## src/rtl/fifo_stream_reader.sv

```systemverilog
// Drains a registered-read sync_fifo into a valid/ready stream with packet framing.
// A 3-entry credit-managed buffer hides the FIFO read latency without an m_ready-to-rd_en path.
module fifo_stream_reader #(
    parameter int DW      = 16,
    parameter int PKT_LEN = 4
) (
    input  logic          clk,
    input  logic          rstn,
    input  logic          fifo_empty,
    output logic          fifo_rd_en,
    input  logic [DW-1:0] fifo_dout,
    output logic          m_valid,
    input  logic          m_ready,
    output logic [DW-1:0] m_data,
    output logic          m_last,
    output logic [15:0]   pkt_count
);

    localparam int          DEPTH     = 3;
    localparam logic [15:0] LAST_BEAT = 16'(PKT_LEN - 1);

    logic [1:0]    cnt;
    logic [1:0]    wr_ptr;
    logic [1:0]    rd_ptr;
    logic          inflight;
    logic [15:0]   beat;
    logic [2:0]    credit_used;
    logic          capture;
    logic          pop;
    logic [DW-1:0] buffer [DEPTH];

    function automatic logic [1:0] next_ptr(input logic [1:0] p);
        return (p == 2'd2) ? 2'd0 : p + 2'd1;
    endfunction

    // Issue only from registered state: a read is in flight or buffered counts against the 3 slots.
    // NOTE: both outputs are assigned on every pass through this block, so no latch is inferred.
    always_comb begin
        credit_used = {1'b0, cnt} + {2'b00, inflight};
        fifo_rd_en  = rstn & ~fifo_empty & (credit_used < 3'd3);
    end

    assign capture = inflight;
    assign pop     = m_valid & m_ready;
    assign m_valid = (cnt != 2'd0);
    assign m_data  = m_valid ? buffer[rd_ptr] : '0;
    assign m_last  = m_valid & (beat == LAST_BEAT);

    // NOTE: state registers use non-blocking assignments so every flop samples pre-edge values.
    always_ff @(posedge clk or negedge rstn) begin
        if (!rstn) begin
            cnt       <= 2'd0;
            inflight  <= 1'b0;
            wr_ptr    <= 2'd0;
            rd_ptr    <= 2'd0;
            beat      <= 16'd0;
            pkt_count <= 16'd0;
        end else begin
            inflight <= fifo_rd_en;
            if (capture) wr_ptr <= next_ptr(wr_ptr);
            if (pop)     rd_ptr <= next_ptr(rd_ptr);
            case ({capture, pop})
                2'b10:   cnt <= cnt + 2'd1;
                2'b01:   cnt <= cnt - 2'd1;
                default: cnt <= cnt;
            endcase
            if (pop) begin
                beat <= (beat == LAST_BEAT) ? 16'd0 : beat + 16'd1;
                if (m_last) pkt_count <= pkt_count + 16'd1;
            end
        end
    end

    // NOTE: the data storage has no reset; cnt gates its visibility, so stale contents never escape.
    always_ff @(posedge clk) begin
        if (capture) begin
            assert (cnt != 2'd3);
            buffer[wr_ptr] <= fifo_dout;
        end
    end

endmodule
```

## config.mk

```make
export PLATFORM = sky130hd
export DESIGN_NAME = fifo_stream_reader
export DESIGN_NICKNAME = d
export VERILOG_FILES = /design/src/rtl/fifo_stream_reader.sv
export SDC_FILE = /design/constraint.sdc
export NUM_CORES = 1
export LEC_CHECK = 0
export ABC_AREA = 0
export ABC_CLOCK_PERIOD_IN_PS = 2800
export CAP_MARGIN = 20
export CORE_UTILIZATION = 54
export DETAILED_ROUTE_END_ITERATION = 8
export PLACE_DENSITY = 0.79
export SLEW_MARGIN = 15
export SYNTH_ARGS = -nofsm -noshare
export SYNTH_HDL_FRONTEND = slang
export SYNTH_SLANG_ARGS = --single-unit
```

## constraint.sdc

```tcl
create_clock -name clk -period 2.8 [get_ports clk]
set_input_delay 0.42 -clock clk [delete_from_list [all_inputs] [get_ports clk]]
set_output_delay 0.42 -clock clk [all_outputs]
set_load 0.01 [all_outputs]
```

# Word-level counts from Yosys, hierarchy flattened
# Memories as Yosys holds them, arrays and structs flattened.
# Cells that the tools add are included.
# Widths: inputs -> output; s select.
[word_totals] output_inout_bits=35 memories=1 ff_bits=39 mem_bits_rw=48 input_bits=20
[classes] n_bitwise=5 addsub=7 n_mux=7 eq_ne=5 magnitude_cmp=1 reduce_logical=3
[memory_table] memory="buffer" depth=3 width=16 read_ports=1 rd_clocked_by_memory_dff=0 wr=1 line_no="30" source="logic [DW-1:0] buffer [DEPTH];"
[ops] operator="$add 16x1->16 const B" n=2
[ops] operator="$mux 16" n=2
[ops] operator="$eq 16x2->1 const B" n=1
[ops] operator="$add 2x1->2 const B" n=3
[ops] operator="$eq 2x2->1 const B" n=3
[ops] operator="$and 1x1->1" n=4
[ops] operator="$mux 2" n=2
[ops] operator="$pmux 2 s2" n=1
[ops] operator="$reduce_bool 2->1" n=2
[ops] operator="$add 2x1->3" n=1
[ops] operator="$lt 3x2->1 const B" n=1
[ops] operator="$eq 2x1->1 const B" n=1
[ops] operator="$mux 1" n=2
[ops] operator="$reduce_and 2->1" n=1
[ops] operator="$sub 2x1->2 const B" n=1
[ops] operator="$not 1->1" n=1

# Longest topological paths before layout
# Gate-level depths: netlist of the first run.
[logic_depth] ltp_word=4 ltp_mapped=7

# Worst setup path before layout of the first run
# OpenSTA, ideal clock, no wires.
[synth_path] path_kind="reg2reg" startpoint="reg inflight, in the netlist capture" endpoint="mem buffer[1][0] (enable)" stages_incl_launch_ff=3 required_time_ns=2.385 path_slack_ns=0.635 synth_period_minus_slack_ns=2.165 t_arrival_ns=1.750 path_cell_list="dfrtp_1 -> inv_1 -> nor3b_1"
[synth_via] elab_chain_len=2
[synth_rtl] item="start: declaration" line_no="25" source="logic inflight;"
[synth_rtl] item="start signal: assignment" line_no="59" source="inflight <= fifo_rd_en;"
[synth_rtl] item="$mux 1" line_no="76" source="if (capture) begin"
[synth_rtl] item="$mux 1 (implied by the code)" line_no="78" source="buffer[wr_ptr] <= fifo_dout;"
[synth_rtl] item="end: declaration" line_no="30"
# No other way between the ends.

# Worst setup path after layout of the first run
[layout_path] startpoint="reg inflight, in the netlist capture" endpoint="out fifo_rd_en"
[layout_via] elab_chain_len=3
[layout_rtl] item="$add 2x1->3" line_no="39" source="credit_used = {1'b0, cnt} + {2'b00, inflight};"
[layout_rtl] item="$lt 3x2->1" line_no="40" source="fifo_rd_en = rstn & ~fifo_empty & (credit_used < 3'd3);"
[layout_rtl] item="$and 1x1->1" line_no="40"
[layout_rtl] item="end: declaration" line_no="10" source="output logic fifo_rd_en,"
# No other way between the ends.

==> results of run 1 <==
logic make-up (layout without fill, tap and decap cells):
kind of cell	after synthesis	after routing	share of synthesized area (%)
AOI/OAI and AO/OA	29	29	4.66
xor gates and xnor gates	31	31	7.17
adders and majority gates	5	5	1.65
buffers and inverters	19	88	2.21
DFF	87	87	63.8
muxes	17	17	4.52
and+or+nand+nor	104	104	16.0
layout by cell type (no fill, tap or decap), types with 2 or more instances in the layout:
| cell | instances |
|---|---|
| nor2_1 | 41 |
| xor2_1 | 21 |
| clkbuf_8 | 9 |
| o21ai_0 | 6 |
| inv_6 | 3 |
| clkdlybuf4s50_1 | 53 |
| and3_1 | 5 |
| a21o_1 | 3 |
| edfxtp_1 | 48 |
| inv_1 | 9 |
| nor4_4 | 3 |
| mux2i_1 | 16 |
| nand2_1 | 13 |
| nand3_1 | 9 |
| and4_1 | 3 |
| nand4_1 | 7 |
| dfrtp_1 | 39 |
| xnor2_1 | 10 |
| buf_4 | 8 |
| nor4_1 | 3 |
| nor3_1 | 7 |
| nor3_2 | 6 |
| a21oi_1 | 16 |
| bufinv_16 | 2 |
| ha_1 | 5 |
| nor4b_2 | 2 |
how the worst max path moves through the flow:
stage                    to  slack (ns)  cells past startpoint
4_1_cts          fifo_rd_en        0.02                      4
3_5_place_dp     fifo_rd_en        0.36                      4
6_report         fifo_rd_en        0.13                      4
5_1_grt          fifo_rd_en        0.03                      4
2_1_floorplan  buffer[1][0]        0.63                      2
3_3_place_gp     fifo_rd_en        0.43                      4
per-layer routing:
layer	vias to the layer above	routed length, um
met5	-	0
met4	0	35
met3	4	213
met2	38	3430
met1	1140	3050
li1	1173	-
worst register-to-register path, cell delays in order, from the launching register on:
cell,delay (ns)
dfrtp_1,0.40
ha_1,0.29
o2111ai_1,0.21
nor3_1,0.50
nand4_1,0.19
xnor2_1,0.17
power by group:
group	total [mW]	leakage (nW)	switching, mW	internal [mW]
combinational	1.38	0.899	0.684	0.694
sequential	1.65	0.952	0.130	1.52
clock	0.963	0.112	0.452	0.511
state kept, by name, indices dropped and copies added, names as in the netlist:
signal and count:
beat 16, buffer 48, capture 1, cnt 2, pkt_count 16, rd_ptr 2
wr_ptr 2
through the flow:
| step | setup slack (ns) | power (mW) |
|---|---|---|
| floorplan | 0.635 | 2.41 |
| CTS | 0.0242 | 4.02 |
| finish | 0.134 | 3.99 |
| detailed placement | 0.363 | 3.06 |
| global route | 0.0334 | 4.23 |
| global placement | 0.432 | 3.01 |
timing repair:
action / CTS / global route
endpoints found under the setup margin: 1 / 1
setup buffers: 0 / 0
pin swaps: 0 / 0
resized for setup: 1 / 1
cell type report:
class                   instances  area share, %
flip-flops and latches         87           51.3
multi-input cells             186           27.7
repair buffers                 63           13.1
clock buffers                  10           2.71
well taps                      96           2.55
clock inverters                 6           1.94
inverters                       9          0.717
==> impl_metrics.py, run 1 <==
metrics = {
    "layout": {
        "syn_to_final_growth_pct": 24.3,
        "layoutNonFillerInstCount": 457,
        "fin_util_pct": 69.3,
        "fin_area_um2": 4710,
        "drive_gt1_share_pct": 11.9,
        "nFillCells": 499,
        "regArea_um2": 2420,
        "multiInputGateArea_um2": 1300,
        "nets": 381,
        "n_antenna_cell": 0,
    },
    "route": {
        "wirelength_mm": 6.73,
        "firstDrtPassIters": 6,
        "drtIter0Drc": 118,
        "ant_nets": 0,
        "wire_per_inst_um": 14.7,
        "vias": 2355,
        "drc": 2,
        "vias_per_cell": 5.15,
    },
    "clock_tree": {
        "clock_sink_count": 87,
        "cts.clk_slew.worst_paths_ns": 0.09,
        "cts-buffers-inserted": 9,
        "cts-root-buf": "clkbuf_8",
        "clock_latency_ns": 0.35,
        "cts.path.max_buffers": 2,
        "cts_tree": "built",
        "ctsHoldBuffers": 0,
        "htreeDepth": 3,
    },
    "global_route": {
        "grt_max_degree": 40,
        "grt_pass1_vias": 2392,
        "antenna_found_initial": 0,
        "grt_usage_pct": 20.3,
        "met2_usage_pct": 32.4,
        "grt_overflow": 0,
        "met3_usage_pct": 5.29,
        "met1_usage_pct": 27.4,
        "grt_pass1_wl_mm": 11.3,
        "top_usage_layer": "met2",
    },
    "floorplan": {
        "rows": 30,
        "io-pin-count": 55,
        "core_area_um2": 6790,
        "die-area_um2": 7350,
        "start_util_pct": 55.8,
        "die_h_um": 85.8,
        "die_w_um": 85.8,
    },
    "run_status": {
        "status": "complete, but fails checks",
        "violations": "DRC",
    },
    "worst_setup_path": {
        "reg2reg_to": "beat[14]",
        "critPathBufInv": 1,
        "critPathTopFamily": "buffers and inverters",
        "arrival_ns": 2.25,
        "crit_slowest_cell": "clkdlybuf4s50_1",
        "reg2reg_slack_ns": 0.93,
        "cp-start-kind": "flip-flop",
        "crit_start": "capture",
        "cp.required_ns": 2.38,
        "crit_chain": "ha_1, ha_1, a2111oi_2, clkdlybuf4s50_1",
        "crit_fanout": 3,
        "crit_path_end_kind": "primary output",
        "reg2regPathDepth": 5,
        "cp_slowest_stage_delay_ns": 0.60,
        "cpMostUsedCell": "ha_1",
        "rr_startpoint": "beat[0]",
        "crit_type": "reg -> out",
    },
    "sta": {
        "worstMarginPinSlew_ns": 0.593,
        "setup_violations": 0,
        "post-route-min-period_ns": 2.67,
        "fin_crit_sh_pct": 95.2,
        "max_freq_mhz": 375,
        "holdWs_ns": 0.131,
        "maxSlewHeadroom_pct": 60.2,
        "fin_setup_tns_ns": 0,
        "hold_viol": 0,
        "clock_skew_ns": 0.00653,
        "maxSlewViolCount": 0,
        "rsz0062_at_grt": "false",
    },
    "placement": {
        "placed_cells": 441,
        "hpwlAfterDp_mm": 4.47,
        "place_congestion": 0.771,
        "placed_cell_area_um2": 4480,
        "port_buffers": 54,
    },
    "flow_run": {
        "maxCapViolCount": 0,
    },
    "logic_synthesis": {
        "synth.area.top_cells": "edfxtp_1 38%, dfrtp_1 26%, xor2_1 4.9%, mux2i_1 4.2%, nor2_1 4.1%",
        "async_flop_share_pct": 44.8,
        "syn_avg_cell_area_um2": 13.0,
        "yosysTopAreaCellShare_pct": 38.0,
        "netlist_area_um2": 3790,
        "yosysMostFrequentCell": "edfxtp_1",
        "yosysWarnings": 0,
        "synth-edff-count": 48,
        "yosysSeqAreaShare_pct": 63.8,
        "synthesis.instances": 292,
        "yosys.area.top_type": "edfxtp_1",
        "ys_ff_latch": 87,
        "syn-num-nets": 317,
        "ys_types": 35,
        "synth_ff_type": "edfxtp_1",
        "synth_common_cells": "48 x edfxtp_1, 41 x nor2_1, 39 x dfrtp_1",
    },
    "pwr": {
        "powerDensity_nw_per_um2": 848,
        "leakage_nw": 1.96,
        "ir_drop_uv": 436,
    },
    "worst_hold_path": {
        "min_path_type": "in -> async",
    },
}
No activity file was read; power rests on OpenSTA's default activity.
==> inputs of run 2 (changes only) <==
--- a/config.mk
+++ b/config.mk
@@ -6,11 +6,13 @@
 export NUM_CORES = 1
 export LEC_CHECK = 0
 export ABC_AREA = 0
-export ABC_CLOCK_PERIOD_IN_PS = 2800
+export ABC_CLOCK_PERIOD_IN_PS = 2500
 export CAP_MARGIN = 20
 export CORE_UTILIZATION = 54
 export DETAILED_ROUTE_END_ITERATION = 8
+export GPL_ROUTABILITY_DRIVEN = 0
 export PLACE_DENSITY = 0.79
+export SKIP_CTS_REPAIR_TIMING = 1
 export SLEW_MARGIN = 15
 export SYNTH_ARGS = -nofsm -noshare
 export SYNTH_HDL_FRONTEND = slang
==> constraint.sdc (replaced) <==
create_clock -name clk -period 2.5 [get_ports clk]
set_input_delay 0.375 -clock clk [delete_from_list [all_inputs] [get_ports clk]]
set_output_delay 0.375 -clock clk [all_outputs]
set_load 0.01 [all_outputs]
==> impl_metrics.py, run 2 (synthesized netlist as in run 1, its figures left out) <==
metrics = {
    "clock_tree": {
        "cts-root-buf": "clkbuf_8",
        "clock_latency_ns": 0.34,
        "cts.path.max_buffers": 2,
        "cts_tree": "built",
        "cts-buffers-inserted": 9,
        "cts.clk_slew.worst_paths_ns": 0.08,
        "clock_sink_count": 87,
        "htreeDepth": 3,
    },
    "route": {
        "ant_nets": 0,
        "vias": 2386,
        "vias_per_cell": 5.20,
        "wire_per_inst_um": 14.8,
        "drc": 1,
        "drtIter0Drc": 130,
        "firstDrtPassIters": 6,
        "wirelength_mm": 6.80,
    },
    "sta": {
        "maxSlewHeadroom_pct": 67.2,
        "worstMarginPinSlew_ns": 0.489,
        "maxSlewViolCount": 0,
        "rsz0062_at_grt": "false",
        "fin_setup_tns_ns": 0,
        "post-route-min-period_ns": 2.38,
        "setup_violations": 0,
        "fin_crit_sh_pct": 95.2,
        "clock_skew_ns": 0.0110,
        "hold_viol": 0,
        "max_freq_mhz": 420,
    },
    "pwr": {
        "p_sw_mw": 1.38,
        "ir_drop_uv": 518,
        "internal_power_mw": 2.83,
        "powerDensity_nw_per_um2": 905,
        "p_total_mw": 4.22,
        "switching_share_pct": 32.8,
        "leakage_nw": 1.96,
        "clock_power_share_pct": 19.2,
        "pwr-share-comb_pct": 37.7,
        "p_seq_share_pct": 43.1,
    },
    "layout": {
        "regMostFlops": "buffer",
        "fin_util_pct": 68.7,
        "largest_register_ffs": 48,
        "layoutNonFillerInstCount": 459,
        "multiInputGateArea_um2": 1300,
        "drive_gt1_share_pct": 12.7,
        "nFillCells": 492,
        "syn_to_final_growth_pct": 23.1,
        "n_antenna_cell": 0,
        "layout_common_cells": "52 x clkdlybuf4s50_1, 48 x edfxtp_1, 41 x nor2_1",
        "layout_commonest_cell": "clkdlybuf4s50_1",
        "reg_top3": "buffer x48, beat x16, pkt_count x16",
        "regArea_um2": 2420,
        "nets": 384,
        "fin_area_um2": 4660,
    },
    "global_route": {
        "grt_max_degree": 40,
        "grt_pass1_wl_mm": 11.3,
        "grt_overflow": 0,
        "antenna_found_initial": 0,
        "grt_usage_pct": 20.4,
        "grt_pass1_vias": 2335,
    },
    "worst_setup_path": {
        "crit_type": "reg -> out",
        "cp_slowest_stage_delay_ns": 0.56,
        "crit_chain": "nor4_4, nand4_4, nor3_1, clkdlybuf4s50_1",
        "cp-start-kind": "flip-flop",
        "crit_slowest_cell": "clkdlybuf4s50_1",
        "crit_path_end_kind": "primary output",
        "arrival_ns": 2.01,
        "crit_fanout": 6,
        "cp.required_ns": 2.12,
    },
    "floorplan": {
        "io-pin-count": 55,
        "die-area_um2": 7350,
        "die_w_um": 85.8,
        "rows": 30,
        "core_area_um2": 6790,
        "die_h_um": 85.8,
        "start_util_pct": 55.8,
    },
    "placement": {
        "placed_cells": 444,
        "port_buffers": 54,
        "placed_cell_area_um2": 4490,
        "hpwlAfterDp_mm": 4.52,
    },
    "run_status": {
        "violations": "DRC",
        "status": "complete, but fails checks",
    },
    "worst_hold_path": {
        "min_path_type": "in -> async",
    },
    "flow_run": {
        "maxCapViolCount": 0,
    },
}
-- run 2: cell count changes in the layout (fill, tap and decap cells not counted) --
cell / change
buf_4: +4
buf_12: -1
dlymetal6s2s_1: +1
dfrtp_1: -1
clkinvlp_2: +1
inv_6: -2
clkinv_4: +1
clkdlybuf4s50_1: -1
bufinv_16: -2
clkinv_2: +1
clkinv_1: +1
clkbuf_1: -1
dfrtp_2: +1
-- run 2: area by class of cell --
type,count,area share [%]
flip-flops and latches,87,51.9
multi-input cells,186,28.0
repair buffers,66,13.5
clock buffers,9,2.66
well taps,96,2.58
clock inverters,6,0.778
inverters,9,0.724
-- run 2: path summary, 6_finish.rpt --
kind | start | end | slack (ns) | depth (start not counted)
worst max-delay path | beat[2] | m_last | 0.12 | 4
worst min-delay path | rstn | pkt_count[0] | 0.10 | 2
worst max register to register | beat[1] | beat[12] | 0.67 | 5
worst min register to register | pkt_count[15] | pkt_count[15] | 0.48 | 1
max in group asynchronous | rstn | beat[2] | 2.04 | 2
min in group clk | rstn | capture | 0.29 | 3
-- run 2: critical path: cells and delay by family, from the launching register on --
family,cells,cell delay [ns]
flops,1,0.46
buf+inv,1,0.56
simple gates,3,0.64
-- run 2: routing by layer --
metal | GRT usage (%) | wire, um | part of all wire, % | up-vias
met5 | 0 | 0 | 0 | -
met4 | 10.0 | 137 | 2.0 | 0
met3 | 3.66 | 151 | 2.2 | 12
met2 | 31.9 | 3280 | 48 | 32
met1 | 27.8 | 3240 | 48 | 1163
li1 | - | - | - | 1179
-- run 2: per-stage QoR --
step / setup slack [ns] / hold slack, ns
after global placement: 0.165 / 0.456
after floorplan: 0.335 / 0.0794
final: 0.120 / 0.100
after detailed placement: 0.149 / 0.468
after global routing: 0.00750 / 0.149
after CTS: -0.254 / 0.127
-- run 2: power by group through the flow --
stage / Sequential (mW) / Combinational, mW / Clock, mW
2_1_floorplan: 1.82 / 0.874 / 0
3_3_place_gp: 1.84 / 1.55 / 0
3_5_place_dp: 1.85 / 1.59 / 0
4_1_cts: 1.82 / 1.59 / 0.836
5_1_grt: 1.84 / 1.75 / 0.889
6_report: 1.82 / 1.59 / 0.812
